===== src/rtl/btb_pkg.sv =====
// Shared BTB types: update record, branch-type encoding and field widths.
// Used by the BTB itself and by the update controller that writes it.
package btb_pkg;

  localparam int PC_W  = 29;
  localparam int TGT_W = 30;

  typedef enum logic [1:0] {
    BT_COND = 2'd0,
    BT_JUMP = 2'd1,
    BT_CALL = 2'd2,
    BT_RET  = 2'd3
  } btype_e;

  typedef struct packed {
    logic [PC_W-1:0]  pc;
    logic [TGT_W-1:0] target;
    btype_e           btype;
  } btb_upd_t;

  typedef enum logic {
    ST_RUN   = 1'b0,
    ST_FLUSH = 1'b1
  } ctrl_state_e;

endpackage


===== src/rtl/btb_upd_queue.sv =====
// Circular update queue with a PC match port: a request whose PC is already
// queued overwrites that entry instead of allocating a new one.
module btb_upd_queue
  import btb_pkg::*;
#(
  parameter int DEPTH = 4
) (
  input  logic                   clk,
  input  logic                   rst,
  input  logic                   clr,
  input  logic                   enq,
  input  btb_upd_t               enq_data,
  input  logic                   deq,
  output btb_upd_t               head_data,
  output logic [$clog2(DEPTH):0] count
);

  localparam int AW = $clog2(DEPTH);

  btb_upd_t        mem_r [DEPTH];
  logic [AW-1:0]   head_r;
  logic [AW-1:0]   tail_r;
  logic [AW:0]     count_r;
  logic [DEPTH-1:0] live_s;
  logic            match_s;
  logic [AW-1:0]   match_idx_s;
  logic            alloc_s;

  // Live-entry mask and PC match; the entry leaving this cycle never matches.
  always_comb begin
    match_s     = 1'b0;
    match_idx_s = '0;
    for (int i = 0; i < DEPTH; i++) begin
      live_s[i] = ({1'b0, (AW'(i) - head_r)} < count_r) &&
                  !(deq && (AW'(i) == head_r));
      if (live_s[i] && (mem_r[i].pc == enq_data.pc) && !match_s) begin
        match_s     = 1'b1;
        match_idx_s = AW'(i);
      end else begin
        match_s     = match_s;
        match_idx_s = match_idx_s;
      end
    end
  end

  assign alloc_s = enq & ~match_s;

  // Pointer, occupancy and storage update.
  always_ff @(posedge clk or posedge rst) begin
    if (rst) begin
      head_r  <= '0;
      tail_r  <= '0;
      count_r <= '0;
      for (int i = 0; i < DEPTH; i++) begin
        mem_r[i] <= '0;
      end
    end else if (clr) begin
      head_r  <= '0;
      tail_r  <= '0;
      count_r <= '0;
    end else begin
      if (enq && match_s) begin
        mem_r[match_idx_s] <= enq_data;
      end else if (enq) begin
        mem_r[tail_r] <= enq_data;
        tail_r        <= tail_r + 1'b1;
      end
      if (deq) begin
        head_r <= head_r + 1'b1;
      end
      count_r <= count_r + {{AW{1'b0}}, alloc_s} - {{AW{1'b0}}, deq};
    end
  end

  assign head_data = mem_r[head_r];
  assign count     = count_r;

endmodule


===== src/rtl/btb_update_ctrl.sv =====
// BTB write sequencer: arbitrates resolve/commit updates into a coalescing
// queue, issues one filtered load per cycle and sequences BTB flushes.
module btb_update_ctrl
  import btb_pkg::*;
#(
  parameter int DEPTH = 4
) (
  input  logic                   clk,
  input  logic                   rst,
  input  logic                   r0_valid,
  output logic                   r0_ready,
  input  logic [PC_W-1:0]        r0_pc,
  input  logic [TGT_W-1:0]       r0_target,
  input  logic [1:0]             r0_btype,
  input  logic                   r1_valid,
  output logic                   r1_ready,
  input  logic [PC_W-1:0]        r1_pc,
  input  logic [TGT_W-1:0]       r1_target,
  input  logic [1:0]             r1_btype,
  input  logic                   hold,
  input  logic                   flush_req,
  output logic [PC_W-1:0]        btb_new_PC,
  output logic [TGT_W-1:0]       btb_new_target,
  output logic [1:0]             btb_new_btype,
  output logic                   btb_load,
  output logic                   btb_flush,
  output logic [$clog2(DEPTH):0] q_count
);

  localparam int CW = $clog2(DEPTH) + 1;

  ctrl_state_e state_r, next_state_s;
  logic        base_ready_s, acc0_s, acc1_s, enq_s;
  logic        clr_s, issue_s, filter_s;
  btb_upd_t    enq_data_s, head_s, data_r, last_r;
  logic        last_valid_r, btb_load_r, btb_flush_r;
  logic [CW-1:0] count_s;

  // Ready uses the registered count only, so a full queue never accepts.
  assign base_ready_s = ~rst & (state_r == ST_RUN) & ~flush_req &
                        (count_s < CW'(DEPTH));
  assign r0_ready = base_ready_s;
  assign r1_ready = base_ready_s & ~r0_valid;
  assign acc0_s   = r0_valid & r0_ready;
  assign acc1_s   = r1_valid & r1_ready;
  assign enq_s    = acc0_s | acc1_s;

  // Select the accepted requester's payload.
  always_comb begin
    enq_data_s = '0;
    if (acc0_s) begin
      enq_data_s.pc     = r0_pc;
      enq_data_s.target = r0_target;
      enq_data_s.btype  = btype_e'(r0_btype);
    end else begin
      enq_data_s.pc     = r1_pc;
      enq_data_s.target = r1_target;
      enq_data_s.btype  = btype_e'(r1_btype);
    end
  end

  btb_upd_queue #(.DEPTH(DEPTH)) u_queue (
    .clk       (clk),
    .rst       (rst),
    .clr       (clr_s),
    .enq       (enq_s),
    .enq_data  (enq_data_s),
    .deq       (issue_s),
    .head_data (head_s),
    .count     (count_s)
  );

  assign clr_s    = (state_r == ST_RUN) & flush_req;
  assign issue_s  = (state_r == ST_RUN) & ~flush_req & ~hold & (count_s != '0);
  assign filter_s = last_valid_r & (head_s == last_r);

  // Next-state logic; FLUSH lasts exactly one cycle.
  always_comb begin
    next_state_s = state_r;
    case (state_r)
      ST_RUN: begin
        if (flush_req) begin
          next_state_s = ST_FLUSH;
        end else begin
          next_state_s = ST_RUN;
        end
      end
      ST_FLUSH: next_state_s = ST_RUN;
      default:  next_state_s = ST_RUN;
    endcase
  end

  // State register.
  always_ff @(posedge clk or posedge rst) begin
    if (rst) begin
      state_r <= ST_RUN;
    end else begin
      state_r <= next_state_s;
    end
  end

  // Output and last-issued registers; a head equal to the last load is dropped.
  always_ff @(posedge clk or posedge rst) begin
    if (rst) begin
      data_r       <= '0;
      last_r       <= '0;
      last_valid_r <= 1'b0;
      btb_load_r   <= 1'b0;
      btb_flush_r  <= 1'b0;
    end else if (clr_s) begin
      last_valid_r <= 1'b0;
      btb_load_r   <= 1'b0;
      btb_flush_r  <= 1'b1;
    end else begin
      btb_flush_r <= 1'b0;
      if (issue_s && !filter_s) begin
        data_r       <= head_s;
        last_r       <= head_s;
        last_valid_r <= 1'b1;
        btb_load_r   <= 1'b1;
      end else begin
        btb_load_r <= 1'b0;
      end
    end
  end

  assign btb_new_PC     = data_r.pc;
  assign btb_new_target = data_r.target;
  assign btb_new_btype  = data_r.btype;
  assign btb_load       = btb_load_r;
  assign btb_flush      = btb_flush_r;
  assign q_count        = count_s;

endmodule

===== config.mk =====
export PLATFORM = sky130hd
export DESIGN_NAME = btb_update_ctrl
export DESIGN_NICKNAME = d
export VERILOG_FILES = /design/src/rtl/btb_pkg.sv /design/src/rtl/btb_upd_queue.sv /design/src/rtl/btb_update_ctrl.sv
export SDC_FILE = /design/constraint.sdc
export NUM_CORES = 1
export LEC_CHECK = 0
export CORE_MARGIN = 1.5
export CORE_UTILIZATION = 45
export CTS_BUF_LIST = sky130_fd_sc_hd__clkbuf_4 sky130_fd_sc_hd__clkbuf_8 sky130_fd_sc_hd__clkbuf_16
export CTS_CLUSTER_DIAMETER = 50
export DETAILED_ROUTE_END_ITERATION = 10
export PLACE_DENSITY = 0.66
export SETUP_SLACK_MARGIN = 0.15
export SLEW_MARGIN = 10
export SYNTH_ARGS = -nofsm -noshare
export SYNTH_HDL_FRONTEND = slang
export SYNTH_SLANG_ARGS = --single-unit

===== constraint.sdc =====
create_clock -name clk -period 17.25 [get_ports clk]
set_input_delay 4.3125 -clock clk [delete_from_list [all_inputs] [get_ports clk]]
set_output_delay 4.3125 -clock clk [all_outputs]
set_load 0.01 [all_outputs]

== Word-level counts from Yosys, hierarchy flattened ==
Index checks and enable logic that the tools add are counted.

* Flip-flop bits (word level): 316
* Output and inout bits: 68
* Input port bits: 128
* Word-level logic and storage cells: 140

* Eq/ne operators: 9
* Add/subtract/negate cells: 8
* Reductions and logical operators: 36
* Order comparisons: 10
* Muxes and demuxes: 32
* Bitwise logic cells: 23

{| class="wikitable"
|+ Operator list
! operator !! number
|-
| bitwise mux 244 bit || 2
|-
| two-way mux 244 bit || 2
|-
| two-way mux 61 bit || 5
|-
| demux 61 bit (select 2 bit) || 2
|-
| binary-select mux 61 bit (select 2 bit) || 1
|-
| equality test 29 bit || 4
|-
| equality test 61 bit || 1
|-
| logical AND 1 bit || 19
|-
| two-way mux 2 bit || 7
|-
| AND 1 bit || 12
|-
| < comparator 2 x 3 -> 1 bit || 4
|-
| two-way mux 1 bit || 11
|-
| >= comparator 3 bit, second input constant || 3
|-
| NOT 2 -> 3 bit || 3
|-
| zero test 1 bit || 8
|-
| nonzero test 2 bit || 4
|-
| NOT 1 bit || 7
|-
| < comparator 3 x 1 -> 1 bit, second input constant || 2
|-
| AND reduction 2 bit || 3
|-
| adder 2 x 1 -> 2 bit, second input constant || 2
|-
| equality test 2 bit, first input constant || 2
|-
| subtractor 1 x 2 -> 2 bit, first input constant || 2
|-
| subtractor 2 bit, first input constant || 2
|-
| adder 3 x 1 -> 3 bit || 1
|-
| other kinds (9) || 9
|}

== Depth between registers and ports, before layout ==
Gate-level depths: netlist (run 1).

* Depth after elaboration: 25
* Depth in mapped cells: 20
* Depth with buffers taken out: 18

== Hierarchy ==
A second synthesis (run 1) with hierarchy kept.

* Cells, all modules: 1160
* Area, all modules: 16965.0 um^2

{| class="wikitable"
|+ Modules (own cells, without submodules)
! module !! area each (um^2) !! times used !! cells an instance !! seq. area each (um^2)
|-
| btb_upd_queue || 12856.1 || 1 || 844 || 6281.0
|-
| btb_update_ctrl || 4108.9 || 1 || 316 || 1601.5
|}

== Worst setup path after synthesis (run 1) ==
OpenSTA, ideal clock, no wires.

* Path kind: input port to output port
* Start: in flush_req
* End: out r1_ready
* Stages on the path: 4
* Path slack: 7628 ps
* Data required time: 12937 ps
* Arrival time: 5310 ps
* Buffers on the path: 2
* Cells stage by stage: or4_4 -> buf_6 -> clkbuf_1 -> nor2_1

* Word-level cells in the longest chain between the ends: 4

{| class="wikitable"
|+ RTL lines
! what !! RTL line !! text
|-
| start: declaration || btb_update_ctrl.sv:21 || <nowiki>input logic flush_req,</nowiki>
|-
| NOT 1 bit || btb_update_ctrl.sv:40 || <nowiki>assign base_ready_s = ~rst & (state_r == ST_RUN) & ~flush_req &</nowiki>
|-
| AND 1 bit (2 in a row) || btb_update_ctrl.sv:40 ||
|-
| AND 1 bit || btb_update_ctrl.sv:43 || <nowiki>assign r1_ready = base_ready_s & ~r0_valid;</nowiki>
|-
| end: declaration || btb_update_ctrl.sv:16 || <nowiki>output logic r1_ready,</nowiki>
|}

Every way passes these cells.

== Worst setup path after layout (run 1) ==
* Start: in rst
* End: out r0_ready

* Word-level cells in the longest chain between the ends: 4

{| class="wikitable"
|+ RTL lines
! what !! RTL line !! text
|-
| start: declaration || btb_update_ctrl.sv:9 || <nowiki>input logic rst,</nowiki>
|-
| NOT 1 bit || btb_update_ctrl.sv:40 ||
|-
| AND 1 bit (3 in a row) || btb_update_ctrl.sv:40 ||
|-
| end: declaration || btb_update_ctrl.sv:11 || <nowiki>output logic r0_ready,</nowiki>
|}

Every way passes these cells.

==> results of run 1 <==
-- logic make-up (layout without fill, tap and decap cells) --
kind of cell	count (synthesis)	after routing
AOI/OAI and AO/OA	175	175
xor gates and xnor gates	127	127
adders and majority gates	15	15
buffers and inverters	164	371
DFF	315	315
muxes	377	377
and+or+nand+nor	282	282
-- power breakdown --
| group | internal [W] | leakage [nW] | switching (W) |
|---|---|---|---|
| registers | 0.00103 | 4.00 | 0.000329 |
| clock network | 0.000476 | 0.633 | 0.000338 |
| logic | 0.000764 | 4.71 | 0.000679 |
-- synth_stat cells, drive strengths merged, types with 15 or more instances --
cell	number
dfrtp	315
mux2	289
nand2	119
inv	89
xnor2	77
mux4	61
xor2	50
buf	42
clkbuf	32
o22ai	31
o21ai	28
mux2i	27
a21oi	26
nand3	24
nor4	21
nand4	19
nor2	18
nor2b	18
nand2b	15
nor3	15
-- layout make-up --
class	instances	area [um^2]	share of cell area
Timing Repair Buffer	213	2090	0.0975
Clock buffer	56	1170	0.0546
Inverter	90	347	0.0162
Multi-Input combinational cell	976	9130	0.427
Tap cell	518	648	0.0303
Clock inverter	12	131	0.00614
Sequential cell	315	7890	0.369
-- through the flow --
step / cells / instance area (um^2)
finish: 2180 / 21400
global route: 2180 / 21400
CTS: 2180 / 21400
detailed placement: 2112 / 20100
global placement: 2112 / 20100
floorplan: 1455 / 17700
-- registers in the layout (all words and copies together), names as in the netlist --
signal,flops
btb_load,1
last_r,61
u_queue.tail_r,2
btb_flush,1
u_queue.mem_r,244
last_valid_r,1
u_queue.count,3
u_queue.head_r,2
-- per-layer routing --
metal / routed length (um) / global-route usage / share of wire
met1: 26500 / 0.430 / 0.44
met2: 27200 / 0.455 / 0.45
met3: 4900 / 0.0692 / 0.081
met4: 1970 / 0.0959 / 0.033
met5: 0 / 0 / 0
-- final timing paths --
| check | start | end | slack [ns] | cells after the start |
|---|---|---|---|---|
| min reg2reg | u_queue.mem_r[125] | u_queue.mem_r[125] | 0.50 | 1 |
| max | rst | r0_ready | 6.42 | 4 |
| min in group asynchronous | rst | btb_flush | 4.34 | 2 |
| min | u_queue.mem_r[125] | u_queue.mem_r[125] | 0.50 | 1 |
| max in group asynchronous | rst | last_r[9] | 11.31 | 3 |
| max reg2reg | u_queue.count[2] | u_queue.mem_r[0] | 10.97 | 11 |
-- worst max-delay path: stages --
cell and delay, ns:
clkdlybuf4s50_1 0.51, or4_4 0.66, clkinv_2 0.40, clkdlybuf4s50_1 0.62
==> results.py, run 1 <==
metrics = {
    "run_status": {
        "status": "completed",
    },
    "clocking": {
        "cts_setup_buffers": 0,
        "clock-sinks": 315,
        "cts_hold_buf": 0,
        "clockRootBuffer": "clkbuf_16",
        "clkTransAtPathRegs_ns": 0.05,
        "numCtsBuffers": 38,
        "clk-insertion-delay-late_ns": 0.58,
        "cts_buffer_depth": 3,
        "htree_levels": 2,
        "cts_resized": 0,
        "cts_tree": "yes",
    },
    "logic_synthesis": {
        "postSynthAreaPerCell_um2": 12.2,
        "synth_edf_count": 0,
        "synth-simple-area-share": 0.0814,
        "synth_xor_area_frac": 0.0628,
        "ys_seq_area_frac": 0.445,
        "yosys-mux-area-fraction": 0.289,
        "synthFlopType": "dfrtp_1",
        "yosys.cell_types.count": 67,
        "synth_top_cell_by_area": "dfrtp_1",
        "synth_top_family_by_area": "multiplexers",
        "synth_compound_area_frac": 0.0702,
        "ys.warnings.count": 0,
        "synthAdderAreaFrac": 0.0110,
        "syn_nets": 1598,
        "yosysTopAreaCellShare": 0.445,
        "async_flop_share": 1.00,
        "synthCells": 1455,
        "synth-seq-cells": 315,
        "yosys-top-cells-area": "dfrtp_1, mux2_2, mux4_2",
        "synth_area_um2": 17700,
    },
    "die": {
        "die_w_um": 201,
        "io_pins": 196,
        "rows": 72,
        "dieHeight_um": 201,
        "core_um2": 38700,
        "start_util": 0.457,
        "dieArea_um2": 40500,
    },
    "global_route": {
        "grt_max_degree": 126,
        "grt_antenna_before_repair": 1,
        "grt-ovfl-total": 0,
        "grt_pass1_vias": 13200,
        "gr-usage-all-layers": 0.301,
        "grt_pass1_wl_mm": 89.9,
    },
    "worst_setup_path": {
        "cp.arrival_ns": 6.52,
        "cp_max_fo": 26,
        "path_class": "input pin to primary output",
        "required_ns": 12.94,
        "startpoint_type": "input pin",
        "end_kind": "primary output",
    },
    "cells_and_area": {
        "fin_util": 0.552,
        "area_growth_syn_to_layout_pct": 20.9,
        "layout_commonest_cell": "dfrtp_1",
        "drive_above_1_share": 0.271,
        "num_antenna_cells": 0,
        "layout.cells.most_common_list": "dfrtp_1, mux2_2, clkdlybuf4s50_1",
        "nets": 1777,
        "fillers": 3280,
    },
    "detailed_routing": {
        "drt_iter0_drc": 1287,
        "routed_via_density": 6.00,
        "drc_errors": 0,
        "first_pass_iters": 5,
        "wire_per_inst_um": 27.7,
        "vias": 13100,
        "routed_wl_mm": 60.5,
        "antenna_left": 0,
    },
    "timing": {
        "fmax_mhz": 92.3,
        "rsz0062_at_grt": "no",
        "slew_headroom": 0.169,
        "skew_ns": 0.0231,
        "hold_viol": 0,
        "hold_ws_ns": 0.501,
        "finalSetupViolations": 0,
        "worstMarginPinSlew_ns": 1.22,
        "fin_crit_ns": 10.83,
        "timing.final.ws_setup_ns": 6.42,
        "maxSlewViolCount": 0,
        "fin_crit_sh": 0.628,
        "tns_ns": 0,
    },
    "placed_design": {
        "port_buffers": 195,
        "dp_hpwl_mm": 43.8,
        "gp_congestion": 0.974,
        "dpl_worst_slack_ns": 6.45,
    },
    "power": {
        "power.leakage_nw": 9.34,
        "post-layout-total-power_w": 0.00362,
        "vdd_ir_drop_max_uv": 83.2,
        "powerDensity_nw_per_um2": 169,
    },
    "job": {
        "drv_cap": 0,
    },
    "hold_path": {
        "hold_class": "register to register",
    },
}
Power figures use the tool's default switching activity.
==> run 2: changes to the inputs <==
==> constraint.sdc (replaced) <==
create_clock -name clk -period 10.1 [get_ports clk]
set_input_delay 2.525 -clock clk [delete_from_list [all_inputs] [get_ports clk]]
set_output_delay 2.525 -clock clk [all_outputs]
set_load 0.01 [all_outputs]
==> results.py, run 2 (same netlist as run 1, synthesis figures left out) <==
metrics = {
    "cells_and_area": {
        "num_antenna_cells": 0,
        "fin_area_um2": 21500,
        "layout_commonest_cell": "dfrtp_1",
        "final_cells": 2184,
        "drive_above_1_share": 0.273,
        "area_growth_syn_to_layout_pct": 21.5,
        "nets": 1780,
        "largest-register": "u_queue.mem_r",
        "layout.cells.most_common_list": "dfrtp_1, mux2_2, clkdlybuf4s50_1",
        "largest_reg_flops": 244,
    },
    "timing": {
        "worstMarginPinSlew_ns": 1.17,
        "finalSetupViolations": 0,
        "fin_crit_ns": 7.82,
        "maxSlewViolCount": 0,
        "hold_viol": 0,
        "tns_ns": 0,
        "fmax_mhz": 128,
        "rsz0062_at_grt": "no",
        "hold_ws_ns": 0.503,
        "slew_headroom": 0.210,
        "skew_ns": 0.0311,
        "fin_crit_sh": 0.774,
    },
    "power": {
        "power.leakage_nw": 9.39,
        "powerDensity_nw_per_um2": 291,
        "vdd_ir_drop_max_uv": 192,
    },
    "clocking": {
        "cts_resized": 0,
        "clockRootBuffer": "clkbuf_16",
        "clkTransAtPathRegs_ns": 0.06,
        "cts_hold_buf": 0,
        "cts_setup_buffers": 0,
        "numCtsBuffers": 40,
        "clk-insertion-delay-late_ns": 0.56,
        "clock-sinks": 315,
        "cts_buffer_depth": 3,
        "cts_tree": "yes",
        "htree_levels": 2,
    },
    "placed_design": {
        "dp_hpwl_mm": 46.2,
        "port_buffers": 195,
        "postPlaceCellArea_um2": 20200,
        "gp_congestion": 0.960,
        "dp_cells": 2113,
    },
    "worst_setup_path": {
        "end_kind": "register",
        "required_ns": 10.52,
        "cp.arrival_ns": 8.24,
        "max_stage_delay_ns": 0.99,
        "cp_max_fo": 41,
        "slowest_stage": "o21ai_0",
        "critical_path.cell_chain": "clkdlybuf4s50_1 -> or4_4 -> clkinv_2 -> nand2_2 -> o21ai_0 -> a2bb2oi_1 -> nand4_1 -> nor3_1 -> o21a_2 -> buf_12 -> mux2_2",
        "path_class": "input pin to register",
        "startpoint_type": "input pin",
    },
    "detailed_routing": {
        "drc_errors": 0,
        "vias": 13200,
        "routed_wl_mm": 62.8,
        "drt_iter0_drc": 1228,
        "first_pass_iters": 6,
        "routed_via_density": 6.02,
        "wire_per_inst_um": 28.8,
        "antenna_left": 0,
    },
    "die": {
        "rows": 72,
        "dieHeight_um": 201,
        "dieArea_um2": 40500,
        "die_w_um": 201,
        "io_pins": 196,
        "start_util": 0.457,
        "core_um2": 38700,
    },
    "global_route": {
        "grt_max_degree": 138,
        "grt_pass1_vias": 13500,
        "grt-ovfl-total": 0,
        "gr-usage-all-layers": 0.313,
        "grt_antenna_before_repair": 1,
        "grt_pass1_wl_mm": 93.0,
    },
    "job": {
        "drv_cap": 0,
    },
    "hold_path": {
        "hold_class": "register to register",
    },
    "run_status": {
        "status": "completed",
    },
}
==> run 2: changes by cell type in the layout (fill, tap and decap cells not counted), moves of 2 or more <==
cell / previous run / this run
clkinv_2: 3 / 5
buf_4: 18 / 15
clkbuf_16: 38 / 40
inv_6: 2 / 5
clkbuf_8: 13 / 8
buf_12: 0 / 4
==> run 2: metrics by stage <==
step | utilization | setup slack (ns) | power (W)
CTS | 0.555 | 2.43 | 0.00627
floorplan | - | 3.38 | 0.00370
global placement | 0.520 | 1.93 | 0.00477
finish | 0.555 | 2.28 | 0.00626
global route | 0.555 | 2.23 | 0.00656
detailed placement | 0.520 | 1.86 | 0.00481
==> run 2: critical path: cells and delay by family <==
family	cells	cell delay [ns]
AOI/OAI and AO/OA	3	2.09
and+or+nand+nor	4	1.95
buffers and inverters	3	1.19
muxes	1	0.37
==> run 2: path summary, 6_finish.rpt <==
path                       depth (start not counted)               start  slack, ns                  to
max                                               11           flush_req       2.28   u_queue.mem_r[99]
min                                                1  u_queue.mem_r[132]       0.50  u_queue.mem_r[132]
max reg2reg                                       10    u_queue.count[2]       4.11   u_queue.mem_r[99]
min reg2reg                                        1  u_queue.mem_r[132]       0.50  u_queue.mem_r[132]
max in group asynchronous                          4                 rst       6.02  u_queue.mem_r[140]
min in group asynchronous                          3                 rst       2.58           btb_flush
==> run 2: layout make-up <==
| cell class | count | area (um^2) |
|---|---|---|
| clock buffers | 54 | 1160 |
| clock inverters | 17 | 195 |
| fillers | 3304 | 17200 |
| inverters | 90 | 343 |
| multi-input cells | 976 | 9130 |
| flip-flops and latches | 315 | 7890 |
| well taps | 518 | 648 |
| repair buffers | 214 | 2140 |
==> run 2: metal layers <==
| layer | vias up | share of wire | track usage |
|---|---|---|---|
| li1 | 5670 | - | - |
| met1 | 6906 | 0.45 | 0.449 |
| met2 | 467 | 0.46 | 0.486 |
| met3 | 111 | 0.059 | 0.0507 |
| met4 | 0 | 0.031 | 0.0965 |
| met5 | - | 0 | 0 |
==> run 2: power breakdown <==
| group | switching, W | total, W | internal [W] | leakage (nW) |
|---|---|---|---|---|
| combinational | 0.00120 | 0.00251 | 0.00131 | 4.72 |
| sequential | 0.000565 | 0.00233 | 0.00176 | 4.00 |
| clock | 0.000584 | 0.00143 | 0.000846 | 0.669 |
| total | 0.00235 | 0.00626 | 0.00392 | 9.39 |
==> run 3: changes to the inputs <==
==> constraint.sdc (replaced) <==
create_clock -name clk -period 7.6 [get_ports clk]
set_input_delay 1.9 -clock clk [delete_from_list [all_inputs] [get_ports clk]]
set_output_delay 1.9 -clock clk [all_outputs]
set_load 0.01 [all_outputs]
==> results.py, run 3 (same netlist as run 1, synthesis figures left out) <==
metrics = {
    "timing": {
        "rsz0062_at_grt": "no",
        "hold_viol": 0,
        "fin_crit_sh": 0.818,
        "hold_ws_ns": 0.502,
        "finalSetupViolations": 0,
        "slew_headroom": 0.365,
        "fmax_mhz": 161,
        "fin_crit_ns": 6.22,
        "skew_ns": 0.0104,
        "tns_ns": 0,
        "maxSlewViolCount": 0,
        "worstMarginPinSlew_ns": 0.929,
    },
    "global_route": {
        "gr-usage-all-layers": 0.303,
        "grt-ovfl-total": 0,
        "grt_pass1_wl_mm": 90.9,
        "grt_max_degree": 117,
        "grt_pass1_vias": 13300,
        "grt_antenna_before_repair": 1,
    },
    "die": {
        "io_pins": 196,
        "dieHeight_um": 201,
        "rows": 72,
        "dieArea_um2": 40500,
        "core_um2": 38700,
        "start_util": 0.457,
        "die_w_um": 201,
    },
    "placed_design": {
        "postPlaceCellArea_um2": 20400,
        "dp_hpwl_mm": 45.5,
        "gp_congestion": 1.07,
        "port_buffers": 195,
        "dp_cells": 2134,
    },
    "clocking": {
        "cts_setup_buffers": 0,
        "cts_buffer_depth": 3,
        "clkTransAtPathRegs_ns": 0.05,
        "clock-sinks": 315,
        "cts_tree": "yes",
        "numCtsBuffers": 39,
        "htree_levels": 2,
        "clk-insertion-delay-late_ns": 0.54,
        "cts_hold_buf": 0,
        "clockRootBuffer": "clkbuf_16",
        "cts_resized": 0,
    },
    "worst_setup_path": {
        "slowest_stage": "or4b_2",
        "critical_path.cell_chain": "clkdlybuf4s50_1 -> or4_4 -> clkinv_2 -> nand2_2 -> a21oi_1 -> xnor2_1 -> or4_1 -> nor4_4 -> or4b_2 -> a21oi_4 -> buf_4 -> mux2_2",
        "path_delay_family": "simple AND/OR/NAND/NOR gates",
        "rr_endpoint": "u_queue.mem_r[196]",
        "cp.arrival_ns": 6.64,
        "r2r-start": "u_queue.head_r[0]",
        "path_class": "input pin to register",
        "required_ns": 8.02,
        "end_kind": "register",
        "startpoint_type": "input pin",
        "rrSetupSlack_ns": 2.53,
        "worst-r2r-cell-count": 13,
        "crit_buf_inv": 3,
        "max_stage_delay_ns": 0.68,
        "cp_max_fo": 20,
    },
    "detailed_routing": {
        "first_pass_iters": 7,
        "antenna_left": 0,
        "drt_iter0_drc": 1292,
        "wire_per_inst_um": 27.9,
        "drc_errors": 0,
        "routed_via_density": 6.04,
        "vias": 13300,
        "routed_wl_mm": 61.3,
    },
    "power": {
        "post-layout-total-power_w": 0.00826,
        "vdd_ir_drop_max_uv": 165,
        "powerDensity_nw_per_um2": 382,
        "power.leakage_nw": 9.48,
    },
    "cells_and_area": {
        "final_cells": 2199,
        "fin_area_um2": 21600,
        "layout_commonest_cell": "dfrtp_1",
        "drive_above_1_share": 0.280,
        "layout.cells.most_common_list": "dfrtp_1, mux2_2, clkdlybuf4s50_1",
        "largest_reg_flops": 244,
        "area_growth_syn_to_layout_pct": 22.2,
        "fillers": 3297,
        "largest-register": "u_queue.mem_r",
        "num_antenna_cells": 0,
        "nets": 1800,
    },
    "hold_path": {
        "hold_class": "register to register",
        "hold-path-endpoint": "u_queue.mem_r[69]",
        "whs_path_depth": 1,
        "min_from": "u_queue.mem_r[69]",
    },
    "run_status": {
        "status": "completed",
    },
    "job": {
        "drv_cap": 0,
    },
}
==> run 3: stage by stage <==
| step | worst slack (ns) | utilization |
|---|---|---|
| finish | 1.38 | 0.559 |
| global route | 1.30 | 0.559 |
| CTS | 1.47 | 0.559 |
| detailed placement | 0.918 | 0.526 |
| global placement | 0.956 | 0.526 |
| floorplan | 1.50 | - |
==> run 3: worst max path at each step <==
| stage | startpoint | endpoint | slack (ns) | cells after the start |
|---|---|---|---|---|
| floorplan | rst | btb_flush | 1.50 | 1 |
| global placement | flush_req | u_queue.mem_r[193] | 0.96 | 12 |
| detailed placement | flush_req | u_queue.mem_r[202] | 0.92 | 12 |
| CTS | flush_req | u_queue.mem_r[202] | 1.47 | 12 |
| global route | flush_req | u_queue.mem_r[189] | 1.30 | 12 |
| finish | flush_req | u_queue.mem_r[196] | 1.38 | 12 |
==> run 3: cell type report <==
cell class              instances  area [um^2]  area share
multi-input cells             976         9130       0.422
flip-flops and latches        315         7890       0.365
repair buffers                235         2360       0.109
clock buffers                  52         1100      0.0511
well taps                     518          648      0.0300
inverters                      90          343      0.0158
clock inverters                13          158     0.00729
==> run 3: routing by layer <==
metal	vias to the layer above	track usage	wire length, um
li1	5702	-	-
met1	6892	0.441	27300
met2	569	0.466	27900
met3	113	0.0444	4140
met4	0	0.100	1990
met5	-	0	0
==> run 3: where the power goes <==
part / switching (W) / total, W / internal [W]
Sequential: 0.000753 / 0.00310 / 0.00234
Combinational: 0.00159 / 0.00333 / 0.00175
Clock: 0.000736 / 0.00183 / 0.00110
